`config.mk`:
```
export PLATFORM = sky130hd
export DESIGN_NAME = debug_halt_ctrl
export DESIGN_NICKNAME = d
export VERILOG_FILES = /design/src/rtl/debug_halt_ctrl.sv
export SDC_FILE = /design/constraint.sdc
export NUM_CORES = 1
export LEC_CHECK = 0
export ABC_AREA = 1
export CORE_ASPECT_RATIO = 0.7
export CORE_UTILIZATION = 39
export CTS_CLUSTER_SIZE = 8
export DETAILED_ROUTE_END_ITERATION = 10
export PLACE_DENSITY = 0.76
export SLEW_MARGIN = 0
export SYNTH_ARGS = -nofsm -noshare
export SYNTH_HDL_FRONTEND = slang
export SYNTH_SLANG_ARGS = --single-unit
```
`constraint.sdc`:
```
create_clock -name clk_i -period 1.5 [get_ports clk_i]
set_input_delay 0.3 -clock clk_i [delete_from_list [all_inputs] [get_ports clk_i]]
set_output_delay 0.3 -clock clk_i [all_outputs]
set_load 0.1 [all_outputs]
```
`src/rtl/debug_halt_ctrl.sv`:
```
`default_nettype none
// ============================================================================
// Module      : debug_halt_ctrl
// Description : Debug halt controller. Sequences the core through drain,
//               flush, halted and resume on external debug-module requests.
//               Optional single-step support under DEBUG_SINGLE_STEP_EN.
// Revision    : 1.0 - initial release
// ============================================================================
module debug_halt_ctrl #(
    parameter int DRAIN_TIMEOUT = 16,
    parameter int RESET_CYCLES  = 1
) (
    input  logic        clk_i,
    input  logic        reset_i,
    input  logic        dm_haltreq_i,
    input  logic        dm_resumereq_i,
`ifdef DEBUG_SINGLE_STEP_EN
    input  logic        dm_step_i,
`endif
    output logic        dm_halted_o,
    output logic        dm_running_o,
    output logic        dm_resumeack_o,
    output logic        dm_timeout_o,
    input  logic [31:0] pc_i,
    output logic [31:0] dpc_o,
    output logic        DSP_halt_active_o,
    output logic        DSP_reset_stages_o,
    input  logic        DSP_inst_comp_i
);

    localparam int DW = $clog2(DRAIN_TIMEOUT) + 1;
    localparam int RW = $clog2(RESET_CYCLES) + 1;

    localparam logic [DW-1:0] DRAIN_LAST = DW'(DRAIN_TIMEOUT - 1);
    localparam logic [RW-1:0] FLUSH_LAST = RW'(RESET_CYCLES - 1);

    localparam logic [2:0] S_RUN    = 3'd0;
    localparam logic [2:0] S_DRAIN  = 3'd1;
    localparam logic [2:0] S_FLUSH  = 3'd2;
    localparam logic [2:0] S_HALTED = 3'd3;
    localparam logic [2:0] S_RESUME = 3'd4;

    logic [2:0]    state_q,     state_d;
    logic [DW-1:0] drain_cnt_q, drain_cnt_d;
    logic [RW-1:0] flush_cnt_q, flush_cnt_d;
    logic [31:0]   dpc_q,       dpc_d;
    logic          timeout_q,   timeout_d;
    logic          halted_q,    halted_d;
    logic          running_q,   running_d;
    logic          ack_q,       ack_d;
    logic          halt_act_q,  halt_act_d;
    logic          rst_stg_q,   rst_stg_d;
    logic          w_enter_drain;

`ifdef DEBUG_SINGLE_STEP_EN
    logic          step_q,      step_d;

    // A pending step re-halts after the single RUN cycle following RESUME.
    assign w_enter_drain = dm_haltreq_i | step_q;

    always_ff @(posedge clk_i or posedge reset_i) begin
        if (reset_i) begin
            step_q <= 1'b0;
        end else begin
            step_q <= step_d;
        end
    end
`else
    assign w_enter_drain = dm_haltreq_i;
`endif

    always_ff @(posedge clk_i or posedge reset_i) begin
        if (reset_i) begin
            state_q     <= S_RUN;
            drain_cnt_q <= '0;
            flush_cnt_q <= '0;
            dpc_q       <= '0;
            timeout_q   <= 1'b0;
            halted_q    <= 1'b0;
            running_q   <= 1'b1;
            ack_q       <= 1'b0;
            halt_act_q  <= 1'b0;
            rst_stg_q   <= 1'b0;
        end else begin
            state_q     <= state_d;
            drain_cnt_q <= drain_cnt_d;
            flush_cnt_q <= flush_cnt_d;
            dpc_q       <= dpc_d;
            timeout_q   <= timeout_d;
            halted_q    <= halted_d;
            running_q   <= running_d;
            ack_q       <= ack_d;
            halt_act_q  <= halt_act_d;
            rst_stg_q   <= rst_stg_d;
        end
    end

    always_comb begin
        state_d     = state_q;
        drain_cnt_d = '0;
        flush_cnt_d = '0;
        dpc_d       = dpc_q;
        timeout_d   = timeout_q;
`ifdef DEBUG_SINGLE_STEP_EN
        step_d      = step_q;
`endif
        case (state_q)
            S_RUN: begin
                if (w_enter_drain) begin
                    state_d   = S_DRAIN;
                    dpc_d     = pc_i;
                    timeout_d = 1'b0;
`ifdef DEBUG_SINGLE_STEP_EN
                    step_d    = 1'b0;
`endif
                end
            end
            S_DRAIN: begin
                drain_cnt_d = drain_cnt_q + DW'(1);
                // Completion takes priority over a timeout in the same cycle.
                if (DSP_inst_comp_i) begin
                    state_d = S_FLUSH;
                end else if (drain_cnt_q == DRAIN_LAST) begin
                    state_d   = S_FLUSH;
                    timeout_d = 1'b1;
                end
            end
            S_FLUSH: begin
                flush_cnt_d = flush_cnt_q + RW'(1);
                if (flush_cnt_q == FLUSH_LAST) begin
                    state_d = S_HALTED;
                end
            end
            S_HALTED: begin
                if (dm_resumereq_i && !dm_haltreq_i) begin
                    state_d = S_RESUME;
`ifdef DEBUG_SINGLE_STEP_EN
                    step_d  = dm_step_i;
`endif
                end
            end
            S_RESUME: state_d = S_RUN;
            default:  state_d = S_RUN;
        endcase
        if (state_d != state_q) begin
            drain_cnt_d = '0;
            flush_cnt_d = '0;
        end
    end

    always_comb begin
        halt_act_d = (state_d == S_DRAIN) || (state_d == S_FLUSH) || (state_d == S_HALTED);
        rst_stg_d  = (state_d == S_FLUSH);
        halted_d   = (state_d == S_HALTED);
        running_d  = (state_d == S_RUN);
        ack_d      = (state_d == S_RESUME);
    end

    assign dm_halted_o        = halted_q;
    assign dm_running_o       = running_q;
    assign dm_resumeack_o     = ack_q;
    assign dm_timeout_o       = timeout_q;
    assign dpc_o              = dpc_q;
    assign DSP_halt_active_o  = halt_act_q;
    assign DSP_reset_stages_o = rst_stg_q;

endmodule
`default_nettype wire

```
# --- After elaboration in Yosys (flattened, before gate mapping) ---
# Cells that the tools add are included.
word_totals:
  word_cells: 47
  reg_bits: 47
  latchBits: 0
  mem_count: 0
  ramBits: 0
  romBits: 0
op_classes:
  addsub: 2
  eq_ne: 12
  muxes: 14
  n_lt_le_gt_ge: 0
  shift: 0
  n_reduce_logical: 9
  n_mul: 0
  n_div: 0
  n_bitwise: 0
op_table:
  columns: ["operator", "n"]
  rows:
  - ["$mux W3", 5]
  - ["$eq A3 B2 Y1 const B", 4]
  - ["$pmux W3 S4", 1]
  - ["$mux W5", 2]
  - ["$eq A3 B1 Y1 const B", 2]
  - ["$logic_not A3 Y1", 2]
  - ["$ne A2 B2 Y1 const B", 3]
  - ["$add A5 B1 Y5 const B", 1]
  - ["$eq A5 B4 Y1 const B", 1]
  - ["$mux W1", 5]
  - ["$reduce_and A4 Y1", 1]
  - ["$eq A3 B3 Y1 const B", 1]
  - ["$ne A3 B3 Y1", 1]
  - ["$logic_or A1 B1 Y1", 2]
  - ["$pmux W1 S2", 1]
  - ["$reduce_and A2 Y1", 1]
  - ["$reduce_bool A2 Y1", 1]
  - ["$add A1 B1 Y1 const B", 1]
  - ["$logic_and A1 B1 Y1", 1]
  - ["$logic_not A1 Y1", 1]

# --- Logic depth before layout (Yosys ltp) ---
# Gate-level depths: netlist of run 1.
depth:
  depth_word: 7
  ltp_mapped: 10
  ltp_nobuf: 10

# --- Least setup slack after synthesis of run 1 ---
# Ideal clock, no wire load.
synth_path:
  path_type: "reg-to-reg"
  start: "register drain_cnt_q[0]"
  end: "register drain_cnt_q[3]"
  setup_ns: 0.122
  t_arrival_ns: 1.394
  path_buffers: 0
  required_ns: 1.378
  path_stages_with_launch: 11
  period_less_slack_ns: 1.517
  slack_ns: -0.017
  cell_sequence: "dfrtp_1 > ha_1 > nand2_1 > nor2_1 > ha_1 > nor2_1 > nand3_1 > nand2_2 > o21ai_2 > nand2_2 > nor2_2"
synth_via:
  elab_chain_len: 6
  word_cells_on_any_way: 8
  classes_between: "1 x add/sub; 2 x eq/ne; 5 x mux"
synth_rtl:
  columns: ["item", "line", "text"]
  rows:
  - ["start: declaration", "44", "logic [DW-1:0] drain_cnt_q, drain_cnt_d;"]
  - ["start signal: assignment", "86", "drain_cnt_q <= drain_cnt_d;"]
  - ["$eq A5 B4 Y1", "123", "end else if (drain_cnt_q == DRAIN_LAST) begin"]
  - ["$mux W3", "123", null]
  - ["$mux W3", "121", "if (DSP_inst_comp_i) begin"]
  - ["$pmux W3 S4", "107", "case (state_q)"]
  - ["$ne A3 B3 Y1", "145", "if (state_d != state_q) begin"]
  - ["$mux W5 (*)", "145", null]
  - ["named net drain_cnt_d[3]", "44", null]
# The timed path passes the listed nets; every way through them passes the cells marked *.
# A chain may end at the register's enable or synchronous reset.

# --- Worst setup path in the final report of run 1 ---
layout_path:
  start: "register drain_cnt_q[0]"
  end: "register drain_cnt_q[1]"
# The elaborated chain is that of the path after synthesis.

==> metrics.txt, run 1 <==
# TYPE chip_impl_metric gauge
chip_impl_metric{name="post-route-cell-area",unit="sq um"} 3290
chip_impl_metric{name="drc",unit=""} 0
chip_impl_metric{name="viasPerCell",unit=""} 4.58
chip_impl_info{name="most_common_cell_after_layout_fill_and_taps_aside",value="nand2_1"} 1
chip_impl_info{name="critical_path.most_common_cell",value="nand2_2"} 1
chip_impl_metric{name="gr-usage-all-layers",unit="%"} 18.6
chip_impl_metric{name="synthesis.nets",unit=""} 248
chip_impl_info{name="area_contributors_post_synth",value="dfrtp_1, nand2_1, nor2_1"} 1
chip_impl_info{name="worstSetupEndpointType",value="flip-flop"} 1
chip_impl_info{name="top_layer",value="met4"} 1
chip_impl_info{name="cts_tree",value="built"} 1
chip_impl_metric{name="start_util",unit="%"} 42.2
chip_impl_metric{name="layout_min_cycle_time",unit="ps"} 1500
chip_impl_metric{name="skew",unit="ps"} 2.77
chip_impl_metric{name="drtIter0Drc",unit=""} 46
chip_impl_metric{name="first_pass_iters",unit=""} 5
chip_impl_metric{name="clk_path_buf_depth",unit=""} 2
chip_impl_info{name="result_of_the_run",value="finished, final reports clean"} 1
chip_impl_metric{name="row_count",unit=""} 20
chip_impl_metric{name="die_area",unit="sq um"} 5130
chip_impl_metric{name="synth_largest_type_area_fraction",unit="%"} 61.0
chip_impl_metric{name="port_buffers",unit=""} 74
chip_impl_metric{name="wl_met2",unit="mm"} 1.93
chip_impl_info{name="grt_setup_unrepaired",value="true"} 1
chip_impl_metric{name="clock-sinks",unit=""} 47
chip_impl_metric{name="critPathRequiredTime",unit="ps"} 1680
chip_impl_metric{name="vias",unit=""} 1606
chip_impl_metric{name="gp_congestion",unit=""} 0.778
chip_impl_metric{name="nNetsFinal",unit=""} 334
chip_impl_metric{name="netlist_area",unit="sq um"} 1890
chip_impl_metric{name="worstRegToRegCells",unit=""} 10
chip_impl_info{name="netlist.top_cell.by_area",value="dfrtp_1"} 1
chip_impl_metric{name="core_region_area",unit="sq um"} 4480
chip_impl_metric{name="number_of_antenna_violations_at_the_first_check_in_global_routing",unit=""} 0
chip_impl_metric{name="n_antenna_cell",unit=""} 0
chip_impl_metric{name="crit_arrival",unit="ps"} 1680
chip_impl_info{name="holdCritPathClass",value="in -> async"} 1
chip_impl_metric{name="crit_path_max_incr_delay",unit="ps"} 390
chip_impl_metric{name="route.layer.met1.wl",unit="mm"} 2.07
chip_impl_metric{name="detail_route.wl_per_cell",unit="microns"} 12.4
chip_impl_metric{name="ctsHtreeMaxLevel",unit=""} 2
chip_impl_metric{name="timing.final.crit_share",unit="%"} 99.9
chip_impl_metric{name="ys_types",unit=""} 23
chip_impl_info{name="cell_chain_of_the_critical_path",value="ha_2, nand2_2, nor2_2, ha_2, nor2_4, nand3_2, nand2_2, o21ai_2, nand2_2, nor2_2"} 1
chip_impl_metric{name="die_h",unit="microns"} 60.2
chip_impl_metric{name="syn2layout_area_growth",unit="%"} 74.1
chip_impl_metric{name="wl_met3",unit="microns"} 320
chip_impl_metric{name="number_of_cts_inserted_buffers",unit=""} 5
chip_impl_metric{name="netlist_instances",unit=""} 209
chip_impl_metric{name="insertion_delay",unit="ps"} 290
chip_impl_metric{name="grt_pass1_vias",unit=""} 1561
chip_impl_metric{name="number_of_pins_with_negative_max_slew_slack_in_the_final_report",unit=""} 0
chip_impl_metric{name="synth-seq-cells",unit=""} 47
chip_impl_metric{name="grt_pass1_wl",unit="mm"} 7.13
chip_impl_metric{name="ys_warn_count",unit=""} 0
chip_impl_metric{name="grt_max_degree",unit=""} 22
chip_impl_metric{name="setup-violations-final",unit=""} 0
chip_impl_info{name="most-common-layout-cells",value="nand2_1, dfrtp_1, buf_12, clkdlybuf4s50_1, inv_1"} 1
chip_impl_metric{name="cts.reportedPaths.clkPinSlew",unit="ps"} 80
chip_impl_metric{name="syn_avg_cell_area",unit="sq um"} 9.03
chip_impl_metric{name="cap_violations",unit=""} 0
chip_impl_metric{name="synth-seq-area-share",unit="%"} 62.4
chip_impl_metric{name="drtAntennaViolNets",unit=""} 0
chip_impl_metric{name="timing.critical_path.fanout_max",unit=""} 5
chip_impl_info{name="critical-path-slowest-cell",value="dfrtp_1"} 1
chip_impl_metric{name="fmax",unit="GHz"} 0.667
chip_impl_metric{name="pin_count",unit=""} 75
chip_impl_metric{name="cts_hold_repair.buffers",unit=""} 0
chip_impl_info{name="r2r-end",value="drain_cnt_q[1]"} 1
chip_impl_metric{name="place.detailed.hpwl",unit="mm"} 3.29
chip_impl_info{name="setup.worst_path.class",value="reg -> reg"} 1
chip_impl_metric{name="die_w",unit="microns"} 85.2
chip_impl_metric{name="hold_viol",unit=""} 0
chip_impl_metric{name="wl",unit="mm"} 4.35
chip_impl_metric{name="r2r_setup_slack",unit="ps"} 1
chip_impl_info{name="cts-root-buf",value="clkbuf_8"} 1
chip_impl_info{name="r2r-start",value="drain_cnt_q[0]"} 1
chip_impl_metric{name="overflow",unit=""} 0
chip_impl_metric{name="layout-drive-gt1-share",unit="%"} 28.0
chip_impl_metric{name="placed_cell_area",unit="sq um"} 3150
chip_impl_info{name="setup.worst_path.start_class",value="flip-flop"} 1
[critical path, delay by kind of cell (launching register included)]
| family | cells | cell delay [ps] |
|---|---|---|
| flops | 1 | 390 |
| simple gates | 7 | 580 |
| compound gates | 1 | 60 |
| fa+ha+maj | 2 | 370 |
[what timing repair did]
item / CTS / global route
setup buffers: 1 / 1
endpoints found under the setup margin: 8 / 9
resized for setup: 5 / 2
pin swaps: 7 / 7
[worst max path at each step]
stage	slack (ps)	depth (start not counted)	startpoint	to
floorplan	10	10	drain_cnt_q[0]	drain_cnt_q[3]
global placement	-30	10	drain_cnt_q[0]	drain_cnt_q[3]
detailed placement	-90	10	drain_cnt_q[0]	drain_cnt_q[3]
CTS	-40	10	drain_cnt_q[1]	drain_cnt_q[3]
global route	-110	10	drain_cnt_q[1]	drain_cnt_q[1]
finish	1	10	drain_cnt_q[0]	drain_cnt_q[1]
[cell type report]
type / count / area, sq um
fillers: 331 / 1190
inverters: 13 / 48.8
well taps: 55 / 68.8
flip-flops and latches: 47 / 1180
multi-input cells: 143 / 651
repair buffers: 85 / 1240
clock buffers: 8 / 100
[state kept, by name (all words and copies together) (netlist names)]
register,count
dm_halted_o,1
flush_cnt_q,1
dm_resumeack_o,1
state_q,3
dpc_o,32
DSP_halt_active_o,1
DSP_reset_stages_o,1
drain_cnt_q,5
dm_running_o,1
dm_timeout_o,1
[synth_stat cells, drive strengths merged]
cell    instances
a21oi           1
dfstp           1
inv            13
buf             5
nor2           19
nand3           4
o21ai           2
nand2         108
nor3            2
nand4           1
ha              2
clkbuf          1
a31oi           1
or2             2
conb            1
dfrtp          46
[per-layer routing]
| layer | track usage, % | vias to the layer above |
|---|---|---|
| li1 | - | 796 |
| met4 | 5.81 | 0 |
| met5 | 0 | - |
| met2 | 29.7 | 61 |
| met1 | 24.5 | 744 |
| met3 | 5.80 | 5 |
[per-stage QoR]
stage / instances / util, % / hold slack [ps] / setup TNS (ps) / setup WS, ps
2_1_floorplan: 209 / - / 410 / 0 / 12.8
3_5_place_dp: 341 / 70.3 / 529 / -545 / -89.2
6_report: 351 / 73.4 / 301 / 0 / 1.38
4_1_cts: 350 / 73.1 / 304 / -188 / -37.0
3_3_place_gp: 341 / 70.3 / 525 / -148 / -34.5
5_1_grt: 351 / 73.4 / 318 / -584 / -111
[cell families (layout without fill, tap and decap cells)]
group,after synthesis,count (layout),share of synthesized area (%)
compound gates,4,4,1.33
buf+inv,19,106,4.51
fa+ha+maj,2,2,1.33
flops,47,47,62.4
simple gates,136,136,30.3
other cells,1,1,0.199
Power of run 1 is not shown: default switching activity piles up to over one toggle a cycle in this logic, so the estimate is an artifact.
==> run 2, diff against run 1 <==
--- a/config.mk
+++ b/config.mk
@@ -10,7 +10,9 @@
 export CORE_UTILIZATION = 39
 export CTS_CLUSTER_SIZE = 8
 export DETAILED_ROUTE_END_ITERATION = 10
+export GPL_ROUTABILITY_DRIVEN = 0
 export PLACE_DENSITY = 0.76
+export SETUP_SLACK_MARGIN = 0.15
 export SLEW_MARGIN = 0
 export SYNTH_ARGS = -nofsm -noshare
 export SYNTH_HDL_FRONTEND = slang
==> metrics.txt, run 2 (synthesized netlist as in run 1, its figures left out) <==
# TYPE chip_impl_metric gauge
chip_impl_metric{name="r2r_setup_slack",unit="ps"} -50
chip_impl_metric{name="number_of_cts_inserted_buffers",unit=""} 5
chip_impl_metric{name="viasPerCell",unit=""} 4.65
chip_impl_metric{name="layoutNonFillerInstCount",unit=""} 352
chip_impl_metric{name="cts.reportedPaths.clkPinSlew",unit="ps"} 80
chip_impl_metric{name="wl_met3",unit="microns"} 320
chip_impl_info{name="cts_tree",value="built"} 1
chip_impl_info{name="holdCritPathClass",value="in -> async"} 1
chip_impl_metric{name="setup_ws",unit="ps"} -47.2
chip_impl_metric{name="ctsHtreeMaxLevel",unit=""} 2
chip_impl_metric{name="layout-drive-gt1-share",unit="%"} 28.6
chip_impl_metric{name="first_pass_iters",unit=""} 4
chip_impl_info{name="timing.critical_path.max_delay_family",value="simple AND/OR/NAND/NOR gates"} 1
chip_impl_metric{name="detail_route.wl_per_cell",unit="microns"} 13.2
chip_impl_metric{name="timing.critical_path.fanout_max",unit=""} 5
chip_impl_metric{name="hold_viol",unit=""} 0
chip_impl_metric{name="layout_min_cycle_time",unit="ps"} 1550
chip_impl_metric{name="grt_pass1_vias",unit=""} 1693
chip_impl_info{name="cts-root-buf",value="clkbuf_8"} 1
chip_impl_info{name="worstSetupEndpointType",value="flip-flop"} 1
chip_impl_metric{name="port_buffers",unit=""} 74
chip_impl_metric{name="wl",unit="mm"} 4.66
chip_impl_metric{name="nNetsFinal",unit=""} 335
chip_impl_metric{name="insertion_delay",unit="ps"} 290
chip_impl_metric{name="crit_path_max_incr_delay",unit="ps"} 390
chip_impl_metric{name="syn2layout_area_growth",unit="%"} 77.4
chip_impl_metric{name="placed_cells",unit=""} 340
chip_impl_metric{name="critPathRequiredTime",unit="ps"} 1680
chip_impl_info{name="most_common_cell_after_layout_fill_and_taps_aside",value="nand2_1"} 1
chip_impl_info{name="result_of_the_run",value="finished with violations"} 1
chip_impl_info{name="setup.worst_path.class",value="reg -> reg"} 1
chip_impl_metric{name="largest_register_ffs",unit=""} 32
chip_impl_metric{name="core_region_area",unit="sq um"} 4480
chip_impl_metric{name="gr-usage-all-layers",unit="%"} 19.7
chip_impl_metric{name="clk_path_buf_depth",unit=""} 2
chip_impl_metric{name="drtAntennaViolNets",unit=""} 0
chip_impl_metric{name="placed_cell_area",unit="sq um"} 3160
chip_impl_metric{name="grt_max_degree",unit=""} 24
chip_impl_metric{name="buffers_and_inverters_on_the_worst_path",unit=""} 0
chip_impl_metric{name="drc",unit=""} 0
chip_impl_metric{name="fmax",unit="GHz"} 0.646
chip_impl_info{name="critical_path.most_common_cell",value="nand2_2"} 1
chip_impl_metric{name="skew",unit="ps"} 6.19
chip_impl_metric{name="place.detailed.hpwl",unit="mm"} 3.51
chip_impl_info{name="most-common-layout-cells",value="nand2_1, dfrtp_1, buf_12, clkdlybuf4s50_1, inv_1"} 1
chip_impl_metric{name="layout.core_utilization",unit="%"} 74.8
chip_impl_metric{name="setup-violations-final",unit=""} 5
chip_impl_metric{name="crit_arrival",unit="ps"} 1730
chip_impl_metric{name="die_h",unit="microns"} 60.2
chip_impl_metric{name="drtIter0Drc",unit=""} 47
chip_impl_metric{name="number_of_inserted_filler_cells_in_the_final_layout",unit=""} 312
chip_impl_metric{name="wl_met2",unit="mm"} 2.22
chip_impl_metric{name="overflow",unit=""} 0
chip_impl_metric{name="number_of_pins_with_negative_max_slew_slack_in_the_final_report",unit=""} 0
chip_impl_metric{name="route.layer.met1.wl",unit="mm"} 2.06
chip_impl_metric{name="die_area",unit="sq um"} 5130
chip_impl_metric{name="number_of_antenna_violations_at_the_first_check_in_global_routing",unit=""} 0
chip_impl_info{name="setup.worst_path.start_class",value="flip-flop"} 1
chip_impl_metric{name="row_count",unit=""} 20
chip_impl_info{name="grt_setup_unrepaired",value="true"} 1
chip_impl_info{name="cell_chain_of_the_critical_path",value="ha_2, nand2_2, nor2_2, ha_2, nor2_4, nand3_2, nand2_2, o21ai_2, nand2_2, nor2_2"} 1
chip_impl_metric{name="post-route-cell-area",unit="sq um"} 3350
chip_impl_metric{name="n_antenna_cell",unit=""} 0
chip_impl_metric{name="start_util",unit="%"} 42.2
chip_impl_metric{name="vias",unit=""} 1637
chip_impl_info{name="critical-path-slowest-cell",value="dfrtp_1"} 1
chip_impl_metric{name="die_w",unit="microns"} 85.2
chip_impl_info{name="failed_checks",value="setup timing"} 1
chip_impl_info{name="top_layer",value="met4"} 1
chip_impl_metric{name="holdWs",unit="ps"} 331
chip_impl_metric{name="grt_pass1_wl",unit="mm"} 7.56
chip_impl_metric{name="timing.final.crit_share",unit="%"} 103
chip_impl_metric{name="cap_violations",unit=""} 0
chip_impl_metric{name="clock-sinks",unit=""} 47
chip_impl_metric{name="pin_count",unit=""} 75
==> run 2: changes by cell type in the layout (fill, tap and decap cells not counted), sizes merged <==
cell,delta
inv,-1
clkbuf,-2
clkinv,+1
buf,+1
bufinv,+1
clkinvlp,+1
==> run 2: cell type report <==
class | instances | area, sq um | share of cell area (%)
Clock buffer | 6 | 82.6 | 2.47
Clock inverter | 2 | 35.0 | 1.05
Inverter | 13 | 52.6 | 1.57
Multi-Input combinational cell | 143 | 668 | 19.9
Sequential cell | 47 | 1180 | 35.2
Tap cell | 55 | 68.8 | 2.05
Timing Repair Buffer | 86 | 1260 | 37.8
==> run 2: worst paths after layout <==
check	start	cells past startpoint	end
worst max register to register	drain_cnt_q[0]	10	drain_cnt_q[4]
min in group clk_i	pc_i[24]	3	dpc_o[24]
max in group asynchronous	reset_i	3	dm_running_o
worst max-delay path	drain_cnt_q[0]	10	drain_cnt_q[4]
worst min-delay path	reset_i	2	dpc_o[16]
worst min register to register	dpc_o[28]	2	dpc_o[28]
==> run 2: through the flow <==
stage / TNS [ps] / worst slack, ps
6_report: -214 / -47.2
2_1_floorplan: 0 / 46.2
4_1_cts: -211 / -46.0
3_3_place_gp: -39.1 / -14.3
5_1_grt: -748 / -121
3_5_place_dp: -766 / -60.9
==> run 2: timing repair <==
action / CTS / global route
pin swaps: 10 / 3
hold buffers: 0 / 0
setup buffers: 2 / 2
endpoints found under the setup margin: 25 / 44
resized for setup: 7 / 2
endpoints found under the hold margin: 0 / 0
==> run 2: routing by layer <==
layer / GRT usage [%] / up-vias
met1: 24.1 / 769
met2: 33.9 / 57
met4: 6.78 / 0
li1: - / 805
met3: 6.08 / 6
met5: 0 / -
Power of run 2 is left out for the same reason.
==> run 3, diff against run 2 <==
--- a/config.mk
+++ b/config.mk
@@ -11,6 +11,7 @@
 export CTS_CLUSTER_SIZE = 8
 export DETAILED_ROUTE_END_ITERATION = 10
 export GPL_ROUTABILITY_DRIVEN = 0
+export MAX_ROUTING_LAYER = met4
 export PLACE_DENSITY = 0.76
 export SETUP_SLACK_MARGIN = 0.15
 export SLEW_MARGIN = 0
==> metrics.txt, run 3 (synthesized netlist as in run 1, its figures left out) <==
# TYPE chip_impl_metric gauge
chip_impl_metric{name="port_buffers",unit=""} 74
chip_impl_metric{name="overflow",unit=""} 0
chip_impl_metric{name="holdWs",unit="ps"} 333
chip_impl_metric{name="cts.reportedPaths.clkPinSlew",unit="ps"} 80
chip_impl_metric{name="cap_violations",unit=""} 0
chip_impl_metric{name="grt_pass1_vias",unit=""} 1685
chip_impl_metric{name="clock-sinks",unit=""} 47
chip_impl_info{name="cts_tree",value="built"} 1
chip_impl_metric{name="die_h",unit="microns"} 60.2
chip_impl_metric{name="setup-violations-final",unit=""} 5
chip_impl_metric{name="timing.final.crit_share",unit="%"} 103
chip_impl_metric{name="largest_register_ffs",unit=""} 32
chip_impl_metric{name="vias",unit=""} 1629
chip_impl_metric{name="timing.critical_path.fanout_max",unit=""} 5
chip_impl_metric{name="core_region_area",unit="sq um"} 4480
chip_impl_metric{name="detail_route.wl_per_cell",unit="microns"} 13.2
chip_impl_metric{name="place.detailed.hpwl",unit="mm"} 3.51
chip_impl_info{name="setup.worst_path.start_class",value="flip-flop"} 1
chip_impl_metric{name="fmax",unit="GHz"} 0.648
chip_impl_info{name="cts-root-buf",value="clkbuf_8"} 1
chip_impl_metric{name="regArea",unit="sq um"} 1180
chip_impl_metric{name="setup_ws",unit="ps"} -42.3
chip_impl_metric{name="placed_cells",unit=""} 340
chip_impl_metric{name="n_antenna_cell",unit=""} 0
chip_impl_metric{name="skew",unit="ps"} 6.05
chip_impl_metric{name="number_of_cts_inserted_buffers",unit=""} 5
chip_impl_metric{name="syn2layout_area_growth",unit="%"} 77.5
chip_impl_info{name="holdCritPathClass",value="in -> async"} 1
chip_impl_metric{name="die_area",unit="sq um"} 5130
chip_impl_metric{name="number_of_antenna_violations_at_the_first_check_in_global_routing",unit=""} 0
chip_impl_metric{name="layout_min_cycle_time",unit="ps"} 1540
chip_impl_info{name="worstSetupEndpointType",value="flip-flop"} 1
chip_impl_info{name="grt_setup_unrepaired",value="true"} 1
chip_impl_metric{name="layoutNonFillerInstCount",unit=""} 352
chip_impl_info{name="failed_checks",value="setup timing"} 1
chip_impl_info{name="result_of_the_run",value="finished with violations"} 1
chip_impl_metric{name="hold_viol",unit=""} 0
chip_impl_info{name="setup.worst_path.class",value="reg -> reg"} 1
chip_impl_metric{name="number_of_inserted_filler_cells_in_the_final_layout",unit=""} 313
chip_impl_info{name="most_common_cell_after_layout_fill_and_taps_aside",value="nand2_1"} 1
chip_impl_metric{name="first_pass_iters",unit=""} 4
chip_impl_metric{name="grt_max_degree",unit=""} 24
chip_impl_metric{name="drtIter0Drc",unit=""} 46
chip_impl_metric{name="multi_input_comb_area",unit="sq um"} 668
chip_impl_metric{name="insertion_delay",unit="ps"} 290
chip_impl_metric{name="critPathRequiredTime",unit="ps"} 1680
chip_impl_metric{name="die_w",unit="microns"} 85.2
chip_impl_metric{name="layout.core_utilization",unit="%"} 74.8
chip_impl_metric{name="pin_count",unit=""} 75
chip_impl_metric{name="nNetsFinal",unit=""} 335
chip_impl_metric{name="wl",unit="mm"} 4.65
chip_impl_metric{name="gr-usage-all-layers",unit="%"} 20.4
chip_impl_metric{name="row_count",unit=""} 20
chip_impl_metric{name="crit_arrival",unit="ps"} 1720
chip_impl_metric{name="layout-drive-gt1-share",unit="%"} 29.0
chip_impl_metric{name="viasPerCell",unit=""} 4.63
chip_impl_metric{name="ctsHtreeMaxLevel",unit=""} 2
chip_impl_metric{name="clk_path_buf_depth",unit=""} 2
chip_impl_metric{name="drc",unit=""} 0
chip_impl_metric{name="grt_pass1_wl",unit="mm"} 7.55
chip_impl_metric{name="drtAntennaViolNets",unit=""} 0
chip_impl_metric{name="start_util",unit="%"} 42.2
chip_impl_info{name="most-common-layout-cells",value="nand2_1, dfrtp_1, buf_12, clkdlybuf4s50_1, inv_1"} 1
chip_impl_metric{name="number_of_pins_with_negative_max_slew_slack_in_the_final_report",unit=""} 0
run 3: final timing paths:
kind | startpoint | endpoint | slack [ps] | depth (start not counted)
max | drain_cnt_q[0] | drain_cnt_q[4] | -40 | 10
min | reset_i | dpc_o[16] | 330 | 2
max reg2reg | drain_cnt_q[0] | drain_cnt_q[4] | -40 | 10
min reg2reg | dpc_o[28] | dpc_o[28] | 550 | 2
max in group asynchronous | reset_i | dm_running_o | 710 | 3
min in group clk_i | pc_i[24] | dpc_o[24] | 530 | 3
run 3: per-layer routing:
layer,global-route usage [%],vias up,wire (microns)
li1,-,803,-
met2,34.0,57,2240
met5,-,-,0
met4,6.78,0,51
met3,4.97,4,267
met1,24.9,765,2090
run 3: stage by stage:
stage | TNS, ps | area (sq um) | setup WS [ps]
finish | -189 | 3350 | -42.3
global route | -748 | 3350 | -121
floorplan | 0 | 1900 | 46.2
global placement | -39.1 | 3160 | -14.3
detailed placement | -766 | 3160 | -60.9
CTS | -211 | 3330 | -46.0
run 3: what timing repair did:
| action | in CTS | in global routing |
|---|---|---|
| buffers inserted | 2 | 2 |
| gates resized for setup | 7 | 3 |
| setup endpoints to repair | 25 | 44 |
| pin swaps | 10 | 3 |
| hold buffers | 0 | 0 |
run 3: cell type report:
| type | count | area share [%] |
|---|---|---|
| Timing Repair Buffer | 86 | 37.8 |
| Sequential cell | 47 | 35.2 |
| Multi-Input combinational cell | 143 | 19.9 |
| Clock buffer | 6 | 2.46 |
| Tap cell | 55 | 2.05 |
| Inverter | 13 | 1.57 |
| Clock inverter | 2 | 1.05 |
run 3: critical path, stage by stage, from the launching register on:
cell and delay, ps:
dfrtp_1 390, ha_2 200, nand2_2 70, nor2_2 40, ha_2 180, nor2_4 130
nand3_2 90, nand2_2 90, o21ai_2 60, nand2_2 140, nor2_2 60
Power of run 3 is left out for the same reason.
==> edit 1 (flow settings as in run 1) <==
Build with the macro `DEBUG_SINGLE_STEP_EN` defined.
--- a/src/rtl/debug_halt_ctrl.sv
+++ b/src/rtl/debug_halt_ctrl.sv
@@ -6,6 +6,8 @@
 //               Optional single-step support under DEBUG_SINGLE_STEP_EN.
 // Revision    : 1.0 - initial release
 // ============================================================================
+`define DEBUG_SINGLE_STEP_EN
+
 module debug_halt_ctrl #(
     parameter int DRAIN_TIMEOUT = 16,
     parameter int RESET_CYCLES  = 1
Interface: changed (added dm_step_i); port bits go from 75 to 76. No check against the original RTL was run, so the function may have changed too.
==> edit 1 against run 1 <==
The flow now finishes with violations (setup timing); via count rose by 5.9%; synthesized area up 1.9%; critical path depth grew 1; sequential cell count rose by 1; die area up 1.8%; clock skew rose by 6.2 ps; routed wire length up 13%; cell area is 2.1% higher; worst setup slack got worse by 120 ps; cell count increased by 6.6%.
Power is not shown: default switching activity piles up to over one toggle a cycle in this logic, so the estimate is an artifact.
==> edit 1: results (changes against run 1) <==
- The flow ran to the end, but the final reports show violations.
- The final reports fail on setup timing.
- The overall routing resource usage came to 0.205 (+0.0188).
- The post-route met1 wirelength is 2.21 mm (+6.7%).
- The total nets after synthesis was 258 (+4.0%).
- The detail-routed via count per cell is 4.55 (-0.60%).
- The met3 usage in global routing was 0.0694 (+0.0114).
- The reg-to-reg critical path endpoint is dm_running_o$_DFF_PP1_.
- The number of global-route vias before repair came to 1711 (+9.6%).
- The fraction of layout instances using a drive strength above 1 is 0.260 (-0.0207).
- The number of setup violations in the final report came to 9 (+9).
- The global-route wire length before repair came to 7.85 mm (+10%).
- The overall routed net length is 4.90 mm (+13%).
- The pre-CTS setup slack was -125 ps (-36.2 ps).
- The fraction of met2 tracks used by global routing came to 0.349 (+0.0520).
- The first-pass detailed-route iteration total is 4 (-1).
- The worst hold slack after final layout is 357 ps (+55.8 ps).
- The placed wire-length estimate is 3.63 mm (+10%).
- The slack of the critical path is -115 ps (-117 ps).
- The later-pin clock latency in the skew report is 310 ps (+20 ps).
- The maximum fanout count along the critical path is 2 (-3).
- The count of different cell masters after synthesis came to 20 (-13%).
- The total length of routed met3 wires was 319 microns (-0.31%).
- The largest net degree at the start of global routing is 49 (+120%).
- The met1 capacity usage during global routing was 0.259 (+0.0142).
- The fill cell instance count of the final layout was 320 (-3.3%).
- Sorting the synthesized cells by area gives the leading types as sky130_fd_sc_hd__dfrtp_1, sky130_fd_sc_hd__nand2_1, sky130_fd_sc_hd__inv_1, sky130_fd_sc_hd__nor2_1, sky130_fd_sc_hd__dfstp_2.
- Counting instances in the post-synthesis netlist gives the leading cell types as sky130_fd_sc_hd__nand2_1, sky130_fd_sc_hd__dfrtp_1, sky130_fd_sc_hd__inv_1.
- The startpoint of the lowest-slack register-to-register path is drain_cnt_q[1]$_DFF_PP0_.
- The initial DRC count is 55 (+20%).
- The routability congestion estimate is 0.706 (-9.3%).
- The endpoint arrival time on the critical path is 1860 ps (+180 ps).
[edit 1: worst max-delay path by stage]
stage | from | endpoint
floorplan | reset_i | DSP_halt_active_o$_DFF_PP0_
global placement | drain_cnt_q[0]$_DFF_PP0_ | DSP_reset_stages_o$_DFF_PP0_
detailed placement | drain_cnt_q[0]$_DFF_PP0_ | dm_running_o$_DFF_PP1_
CTS | drain_cnt_q[1]$_DFF_PP0_ | dm_running_o$_DFF_PP1_
global route | drain_cnt_q[1]$_DFF_PP0_ | dm_running_o$_DFF_PP1_
finish | drain_cnt_q[1]$_DFF_PP0_ | dm_running_o$_DFF_PP1_
[edit 1: layout make-up]
class	instances	area [sq um]	share of cell area
Clock buffer	6	82.6	0.0246
Timing Repair Buffer	88	1260	0.375
Tap cell	66	82.6	0.0246
Sequential cell	48	1200	0.358
Multi-Input combinational cell	146	653	0.195
Clock inverter	2	10.0	0.00298
Inverter	18	67.6	0.0201
[edit 1: stage by stage]
stage               cells  setup TNS [ps]  instance area (sq um)
global placement      363           -32.1                   3200
CTS                   373           -78.9                   3330
finish                374            -559                   3360
floorplan             218               0                   1920
detailed placement    363            -842                   3200
global route          374           -1380                   3360
[edit 1: timing repair]
item                                    CTS  global route
gates resized for setup                   8             5
pin swaps                                 2             6
cloned                                    0             0
setup buffers                             2             1
endpoints found under the setup margin   10             9
hold buffers                              0             0
[edit 1: kinds of logic (layout without fill, tap and decap cells)]
group | after synthesis | after routing | synth area share
compound gates | 4 | 4 | 0.0117
flops | 48 | 48 | 0.625
fa+ha+maj | 2 | 2 | 0.0130
simple gates | 139 | 139 | 0.293
other cells | 1 | 1 | 0.00195
buf+inv | 24 | 114 | 0.0546
==> edit 2 (settings of run 1) <==
Made on the original files. Register the output `dm_timeout_o` once more, without a reset; this adds one clock of latency there. The other outputs are not delayed to match.
--- a/src/rtl/debug_halt_ctrl.sv
+++ b/src/rtl/debug_halt_ctrl.sv
@@ -159,7 +159,9 @@
     assign dm_halted_o        = halted_q;
     assign dm_running_o       = running_q;
     assign dm_resumeack_o     = ack_q;
-    assign dm_timeout_o       = timeout_q;
+    always_ff @(posedge clk_i) begin
+        dm_timeout_o <= timeout_q;
+    end
     assign dpc_o              = dpc_q;
     assign DSP_halt_active_o  = halt_act_q;
     assign DSP_reset_stages_o = rst_stg_q;
Behaviour: same outputs for any inputs over 10 cycles, from zero or initial values and one cycle with reset_i high; that may be too few to reach the edited logic, so the function may still have changed.
==> edit 2 against run 1 <==
The flow now finishes with violations (setup timing); cell count unchanged; cell area up 0.49%; worst setup slack worse by 2.3 ps; synthesized area up 1.1%; hold slack better by 73 ps; routed wire length up 3.4%; sequential cell count up 1; global-route usage up 1.8 points; sequential share of layout area up 0.43 points; count of clock-buffer cells in the layout unchanged; critical path type unchanged.
Power is left out: the tool's default activity adds up to more than one toggle a clock period on the data nets, which glitch-free logic cannot reach.
==> edit 2: results (changes against run 1) <==
- The synthesized area per cell is 9.09 sq um (+0.58%).
- The worst hold slack after final layout is 374 ps (+73.0 ps).
- The layout net count came to 334 (unchanged).
- After synthesis, the cell types taking the most area are sky130_fd_sc_hd__dfrtp_1, sky130_fd_sc_hd__nand2_1, sky130_fd_sc_hd__nor2_1, sky130_fd_sc_hd__nor2_2, sky130_fd_sc_hd__inv_1.
- The capturing element of the worst setup path is drain_cnt_q[3]$_DFF_PP0_.
- The total nets after synthesis is 249 (+0.40%).
- The sequential fraction of the synthesis area is 0.628 (+0.00395).
- The first-pass detailed-route iteration total is 4 (-1).
- The final reports fail on setup timing.
- In the synthesized netlist, the cells that appear most often are sky130_fd_sc_hd__nand2_1, sky130_fd_sc_hd__dfrtp_1, sky130_fd_sc_hd__nor2_1.
- The placed instance count came to 342 (+0.29%).
- The global-route wire length before repair is 7.90 mm (+11%).
- The number of global-route vias before repair came to 1670 (+7.0%).
- The routability congestion estimate was 0.780 (+0.30%).
- The fraction of layout instances using a drive strength above 1 came to 0.270 (-0.0101).
- The placed wire-length estimate is 3.45 mm (+4.9%).
- The flow ran to the end, but the final reports show violations.
- The overall routed net length is 4.50 mm (+3.4%).
- The total vias in the final route is 1590 (-1.0%).
- The placed cell area was 0.00317 sq mm (+0.64%).
- The total negative slack came to -0.939 ps (-0.939 ps).
- The async set or reset register ratio after synthesis is 0.979 (-0.0208).
- The total of warnings raised by yosys is 0 (unchanged).
- The slack of the critical path is -0.939 ps (-2.32 ps).
- The number of setup violations in the final report is 1 (+1).
- The initial DRC count is 42 (-8.7%).
- The later-pin clock latency in the skew report is 290 ps (about the same).
- The largest net degree at the start of global routing is 48 (+120%).
- The fraction of the mapped netlist area in adder cells is 0.0131 (-0.000139).
- The synthesized-area fraction occupied by ao, oa, aoi and oai cells came to 0.0131 (-0.000139).
- The count of different cell masters after synthesis is 24 (+4.3%).
- The number of cells traversed by the worst register-to-register path is 10 (unchanged).
- The overall routing resource usage came to 0.204 (+0.0179).
- The clock tree skew after final layout is 4.88 ps (+2.11 ps).
- The pre-CTS setup slack was -123 ps (-34.0 ps).
edit 2: cell count changes after synthesis:
cell / delta
sky130_fd_sc_hd__dfxtp_1: +1
edit 2: timing repair:
action                                  in CTS  in global routing
buffers inserted                             1                  0
pin swaps                                   11                  4
hold endpoints to repair                     0                  0
endpoints found under the setup margin       9                  8
cloned                                       0                  0
resized for setup                            7                  2
edit 2: cells by family after synthesis:
kind of cell,count (synthesis)
AOI/OAI and AO/OA,4
buffers and inverters,19
and+or+nand+nor,136
adders and majority gates,2
DFF,48
other,1
edit 2: metal layers:
metal  global-route usage  share of wire
met1                0.267           0.45
met2                0.337           0.47
met4               0.0571         0.0060
met3               0.0612          0.071
met5                    0              0
edit 2: cell type report:
| class | instances | area, sq um |
|---|---|---|
| clock buffer | 8 | 90.1 |
| fill | 312 | 1200 |
| inverter | 13 | 48.8 |
| multi-input combinational | 143 | 664 |
| sequential | 48 | 1200 |
| tap | 55 | 68.8 |
| timing repair buffer | 84 | 1230 |
